## config.mk

```make
export PLATFORM = sky130hd
export DESIGN_NAME = unified_mem_arbiter
export DESIGN_NICKNAME = d
export VERILOG_FILES = /design/src/rtl/unified_mem_arbiter.sv
export SDC_FILE = /design/constraint.sdc
export NUM_CORES = 1
export LEC_CHECK = 0
export ABC_AREA = 1
export CORE_ASPECT_RATIO = 0.75
export CORE_MARGIN = 3
export CORE_UTILIZATION = 41
export CTS_BUF_LIST = sky130_fd_sc_hd__clkbuf_16
export DETAILED_ROUTE_END_ITERATION = 12
export PLACE_DENSITY_LB_ADDON = 0.12
export SLEW_MARGIN = 5
export SYNTH_ARGS = -nofsm -noshare
export SYNTH_HDL_FRONTEND = slang
export SYNTH_SLANG_ARGS = --single-unit
```

## constraint.sdc

```tcl
create_clock -name clock -period 8.5 [get_ports clock]
set_clock_uncertainty 0.2 [all_clocks]
set_input_delay 1.7 -clock clock [delete_from_list [all_inputs] [get_ports clock]]
set_output_delay 1.7 -clock clock [all_outputs]
set_load 0.01 [all_outputs]
```

## src/rtl/unified_mem_arbiter.sv

```systemverilog
// Two-port (instruction fetch / data) arbiter in front of a single memory port.
// Data normally wins conflicts; a streak counter forces a fetch grant after MAX_DATA_STREAK data wins.
module unified_mem_arbiter #(
  parameter int MAX_DATA_STREAK = 2
) (
  input  logic        clock,
  input  logic        reset,
  input  logic        if_req,
  input  logic [31:0] if_addr,
  output logic [31:0] if_rdata,
  output logic        if_ready,
  input  logic        d_req,
  input  logic        d_we,
  input  logic [31:0] d_addr,
  input  logic [31:0] d_wdata,
  input  logic [3:0]  d_wstrb,
  output logic [31:0] d_rdata,
  output logic        d_ready,
  output logic        mem_req,
  output logic        mem_we,
  output logic [31:0] mem_addr,
  output logic [31:0] mem_wdata,
  output logic [3:0]  mem_wstrb,
  input  logic [31:0] mem_rdata,
  input  logic        mem_ack
);

  typedef enum logic [1:0] {IDLE, WAIT_IF, WAIT_D, RESP} state_t;

  localparam logic [3:0] STREAK_LIMIT = 4'(MAX_DATA_STREAK);

  state_t     state, state_next;
  logic [3:0] streak;
  logic       grant_d, grant_if, ack_if, ack_d;

  always_ff @(posedge clock or posedge reset) begin
    if (reset) state <= IDLE;
    else       state <= state_next;
  end

  // A waiting fetch takes priority over data only once the streak limit is reached.
  always_comb begin
    state_next = state;
    grant_d    = 1'b0;
    grant_if   = 1'b0;
    ack_if     = 1'b0;
    ack_d      = 1'b0;
    case (state)
      IDLE: begin
        if (d_req && !(if_req && streak == STREAK_LIMIT)) begin
          grant_d    = 1'b1;
          state_next = WAIT_D;
        end else if (if_req) begin
          grant_if   = 1'b1;
          state_next = WAIT_IF;
        end
      end
      WAIT_IF: begin
        if (mem_ack) begin
          ack_if     = 1'b1;
          state_next = RESP;
        end
      end
      WAIT_D: begin
        if (mem_ack) begin
          ack_d      = 1'b1;
          state_next = RESP;
        end
      end
      RESP:    state_next = IDLE;
      default: state_next = IDLE;
    endcase
  end

  always_ff @(posedge clock or posedge reset) begin
    if (reset) begin
      streak    <= 4'd0;
      mem_req   <= 1'b0;
      mem_we    <= 1'b0;
      mem_addr  <= 32'd0;
      mem_wdata <= 32'd0;
      mem_wstrb <= 4'd0;
      if_ready  <= 1'b0;
      d_ready   <= 1'b0;
      if_rdata  <= 32'h0000_0013;
      d_rdata   <= 32'd0;
    end else begin
      if_ready <= ack_if;
      d_ready  <= ack_d;
      if (grant_d) begin
        mem_req   <= 1'b1;
        mem_we    <= d_we;
        mem_addr  <= d_addr;
        mem_wdata <= d_wdata;
        mem_wstrb <= d_wstrb;
        if (if_req && streak < STREAK_LIMIT) streak <= streak + 4'd1;
      end else if (grant_if) begin
        mem_req   <= 1'b1;
        mem_we    <= 1'b0;
        mem_addr  <= if_addr;
        mem_wdata <= 32'd0;
        mem_wstrb <= 4'd0;
        streak    <= 4'd0;
      end
      if (ack_if) begin
        mem_req  <= 1'b0;
        if_rdata <= mem_rdata;
      end
      // Stores complete without touching the load-data register.
      if (ack_d) begin
        mem_req <= 1'b0;
        if (!mem_we) d_rdata <= mem_rdata;
      end
    end
  end

endmodule

```

# Word level (Yosys, flattened, before mapping)
# Index checks and enable logic that the tools add are counted.
word_totals:
  regBits: 142
  inputBits: 138
  out_inout_bits: 136
  elab_cells: 58
classes:
  add_sub_neg: 1
  magnitude_cmp: 1
  eq_ne: 7
  mux: 26
  bitwise_logic: 1
  reduce_logical: 11
ops:
  columns: ["op", "count"]
  rows:
  - ["2-to-1 mux 32 bit", 4]
  - ["2-to-1 mux 4 bit", 4]
  - ["2-to-1 mux 1 bit", 14]
  - ["2-to-1 mux 2 bit", 3]
  - ["case mux 2 bit (3 select lines)", 1]
  - ["AND reduction 2 bit", 3]
  - ["adder 4 x 1 -> 4 bit, second input constant", 1]
  - ["== test 2 bit, second input constant", 2]
  - ["== test 4 x 2 -> 1 bit, second input constant", 1]
  - ["< comparator 4 x 2 -> 1 bit, second input constant", 1]
  - ["inequality test 2 x 1 -> 1 bit, second input constant", 2]
  - ["nonzero test 4 bit", 1]
  - ["logical AND 1 bit", 3]
  - ["inequality test 3 bit, second input constant", 1]
  - ["== test 2 x 1 -> 1 bit, second input constant", 1]
  - ["logical NOT 2 bit", 1]
  - ["nonzero test 2 bit", 1]
  - ["OR reduction 2 bit", 1]
  - ["logical NOT 1 bit", 1]
  - ["NOT 1 bit", 1]

# Depth between registers and ports, before layout
logic_depth:
  ltp_word: 10
  depth_mapped: 10

# Worst setup path after synthesis
# No wires, ideal clock.
synth_path:
  path_kind: "input -> register"
  start: "in d_req"
  end: "reg mem_addr[0]"
  setup_ns: 0.114
  arrival_ns: 2.409
  t_required_ns: 8.186
  path_slack_ns: 5.777
  path_stages: 5
  path_buffers: 2
  path_cell_list: "buf_2 -> buf_1 -> nand4_1 -> nand2_1 -> nor2_1"
synth_between:
  elab_chain_cells: 4
  word_cells_on_any_way: 7
  cone_classes: "mux (5); reduce/logical (2)"
synth_lines:
  columns: ["item", "line_no", "text"]
  rows:
  - ["start, declared", "12", "input logic d_req,"]
  - ["logical AND 1 bit (*)", "50", "if (d_req && !(if_req && streak == STREAK_LIMIT)) begin"]
  - ["2-to-1 mux 1 bit", "50", null]
  - ["2-to-1 mux 1 bit", "48", "case (state)"]
  - ["2-to-1 mux 32 bit or nonzero test 2 bit (tied branches)", null, null]
  - ["end signal, assigned", "93", "mem_addr <= d_addr;"]
  - ["end signal, assigned", "100", "mem_addr <= if_addr;"]
  - ["end, declared", "21", "output logic [31:0] mem_addr,"]
# Mark *: on every way between the ends. The rest lies on a longest branch, timed or not.
# A chain may end at the register's enable or synchronous reset.

# Worst setup path in the final report
layout_path:
  start: "in if_req"
  end: "reg mem_wdata[30]"
layout_between:
  elab_chain_cells: 6
  word_cells_on_any_way: 10
  cone_classes: "mux (6); reduce/logical (4)"
layout_lines:
  columns: ["item", "line_no", "text"]
  rows:
  - ["start, declared", "8", "input logic if_req,"]
  - ["logical AND 1 bit", "50", null]
  - ["logical NOT 1 bit", "50", null]
  - ["logical AND 1 bit", "50", null]
  - ["2-to-1 mux 1 bit", "50", null]
  - ["2-to-1 mux 1 bit", "48", null]
  - ["2-to-1 mux 32 bit or nonzero test 2 bit (tied branches)", null, null]
  - ["end signal, assigned", "94", "mem_wdata <= d_wdata;"]
  - ["end, declared", "22", "output logic [31:0] mem_wdata,"]
# Parallel ways exist; a longest one is shown, timed or not.

==> run summary <==
status - finished clean
Crit Reg-Reg Endpoint - mem_addr[30]
mapped cell area - 6380 µm²
worst hold stages - 2
pre-CTS setup slack - 4380 ps
CP Max Fanout - 40
Fin Hold WS - 278 ps
GP Congestion - 0.790
syn avg cell area - 7.96 µm²
clk_lat worst skew - 410 ps
clock root buffer - clkbuf_16
pins over their slew limit - 0
CTS tree - done
height of the die - 114 µm
Area Growth Syn to Fin - 53.1%
first-pass GRT wire length - 27.5 mm
most frequent cells in the layout - 293 x nand2_1, 273 x clkdlybuf4s50_1, 142 x inv_1, 139 x dfrtp_1, 67 x nor2_1
Critical Path RT - 8660 ps
Post-Synthesis Cells - 802
H-tree depth - 4
Setup Crit Path Kind - input pin to flop
ant diodes - 0
PD cells - 351 nW/µm²
Crit path depth - 8
share of post-route cells with drive strength above 1 - 4.21%
Max Freq - 274 MHz
Hold Vio Cnt, Final - 0
clk buf depth - 2
Post-synth top flop - dfrtp_1
1st-iter DRT viols - 277
Min-Delay Endpoint - mem_wdata[12]
residual DRC count - 0
Critical Path AT - 3800 ps
Leak Pwr - 5.15 nW
DP Cell Count - 1237
CTS resizes - 0
vias in the first global route - 5377
FF-to-FF path depth - 8
synth top area cells - dfrtp_1 54%, nand2_1 17%, inv_1 8.3%
CTS Hold Bufs - 0
syn_nets - 945
worst setup margin - 4860 ps
asr flop ratio synth - 100%
peak supply drop - 0.151 mV
final std cells w/o fill - 1269
max_cap viols - 0
Final Critical Period - 3640 ps
routed vias/inst - 4.46
# nets final - 1199
register area share after synthesis - 55.7%
setup_tns - 0 ps
leading cell type in the layout, fill and taps excluded - nand2_1
HP Class - flop to flop
dpl hpwl - 12.3 mm
# IOs - 274
register bit total from synthesis - 142
clk sinks - 142
Port Buffers - 273
total CTS buffers - 17
cell taking the most area after synthesis - dfrtp_1
critical path startpoint category - input pin
Hold Startpoint - mem_wdata[12]
WL per Instance - 13.7 µm
overall global routing resource usage - 20.3%
Final ANT Viol Nets - 0
first drt pass iteration count - 4
Top Family by Delay on Critical Path - simple AND/OR/NAND/NOR gates
slowest stage cell, crit path - clkdlybuf4s50_1
EDFF count, synth - 0
initial antenna violation count - 1
crit path cell chain - clkdlybuf4s50_1 -> nand2_1 -> inv_2 -> nand2_4 -> nand3_4 -> inv_4 -> nand2_1 -> nand2_1
Worst Setup End Kind - flop
final wirelength - 17.4 mm
RSZ-0062 raised after global routing - false
Critical Path Most Common Cell - nand2_1
post-synth cell types - 25
postcts setup bufs - 0
relative slew slack - 24.5%
Buf/Inv on CP - 3
total die area - 17100 µm²
Die X-Extent - 150 µm
largest net degree at the start of global routing - 80
total number of vias - 5655
reg2reg setup slack - 5930 ps
Fillers - 1317
Starting Density - 43.0%
clock transition at the registers of the reported paths - 70 ps
Max stage delay on crit path - 510 ps
Congestion Overflow GR - 0
fin crit share - 42.9%
Worst Tran Pin Value - 1130 ps
worst r2r src - state[0]
YS warnings - 0
Core Region - 14800 µm²
Synth top area share - 54.5%
setup violators final - 0
Rows - 38
through the flow:
stage / power [mW] / util, % / instance area [µm²]
after CTS: 3.47 / 65.9 / 9770
after floorplan: 1.90 / - / 6380
after global placement: 2.66 / 61.8 / 9160
after global routing: 3.68 / 65.9 / 9770
final: 3.43 / 65.9 / 9770
after detailed placement: 2.68 / 61.8 / 9160
power by group:
part	internal, mW	switching [mW]
Combinational	0.757	0.757
Sequential	0.984	0.161
Clock	0.467	0.303
final cells by class:
cell class	count	area (µm²)	area share (%)
sequential	142	3560	36.4
tap	200	250	2.56
timing repair buffer	277	2760	28.3
inverter	144	548	5.61
multi-input combinational	474	2040	20.9
clock buffer	17	425	4.35
clock inverter	15	185	1.90
flip-flops by register name (all words and copies together) (netlist names):
name	cells
d_rdata	32
if_rdata	32
mem_addr	32
mem_wdata	32
mem_wstrb	4
streak	4
state	2
d_ready	1
if_ready	1
mem_req	1
mem_we	1
layer usage:
| layer | global-route usage, % | part of all wire, % |
|---|---|---|
| met5 | 0 | 0.075 |
| met2 | 31.7 | 45 |
| met4 | 4.75 | 1.3 |
| met1 | 26.6 | 44 |
| met3 | 8.35 | 9.1 |
worst max-delay path by stage:
stage,start,end,slack (ps)
after global placement,if_req,streak[2],4430
after CTS,if_req,streak[0],4810
after floorplan,reset,d_rdata[0],2800
after detailed placement,if_req,streak[1],4380
after global routing,if_req,streak[2],4600
final,if_req,mem_wdata[30],4860
tightest hold or removal path, delay by kind of cell, from the launching register on:
family           cells  cell delay [ps]
and+or+nand+nor      2              100
DFF                  1              340
cell families (layout without fill, tap and decap cells):
family | count (synthesis) | count (layout) | synth area share [%]
fa+ha+maj | 5 | 5 | 0.980
flops | 142 | 142 | 55.7
simple gates | 400 | 400 | 25.2
buf+inv | 186 | 453 | 12.3
xor+xnor | 1 | 1 | 0.137
compound gates | 68 | 68 | 5.63
cell usage after synthesis, types with 3 or more instances:
master      n
dfrtp_1   139
ha_1        5
o21ai_1    25
buf_2      19
buf_1       6
dfstp_2     3
clkbuf_1    8
nand4_1    32
o21ai_0    39
inv_1     142
buf_6       8
nand2_1   294
nand3_1     4
nor2_1     67
(Power assumes the default switching activity.)
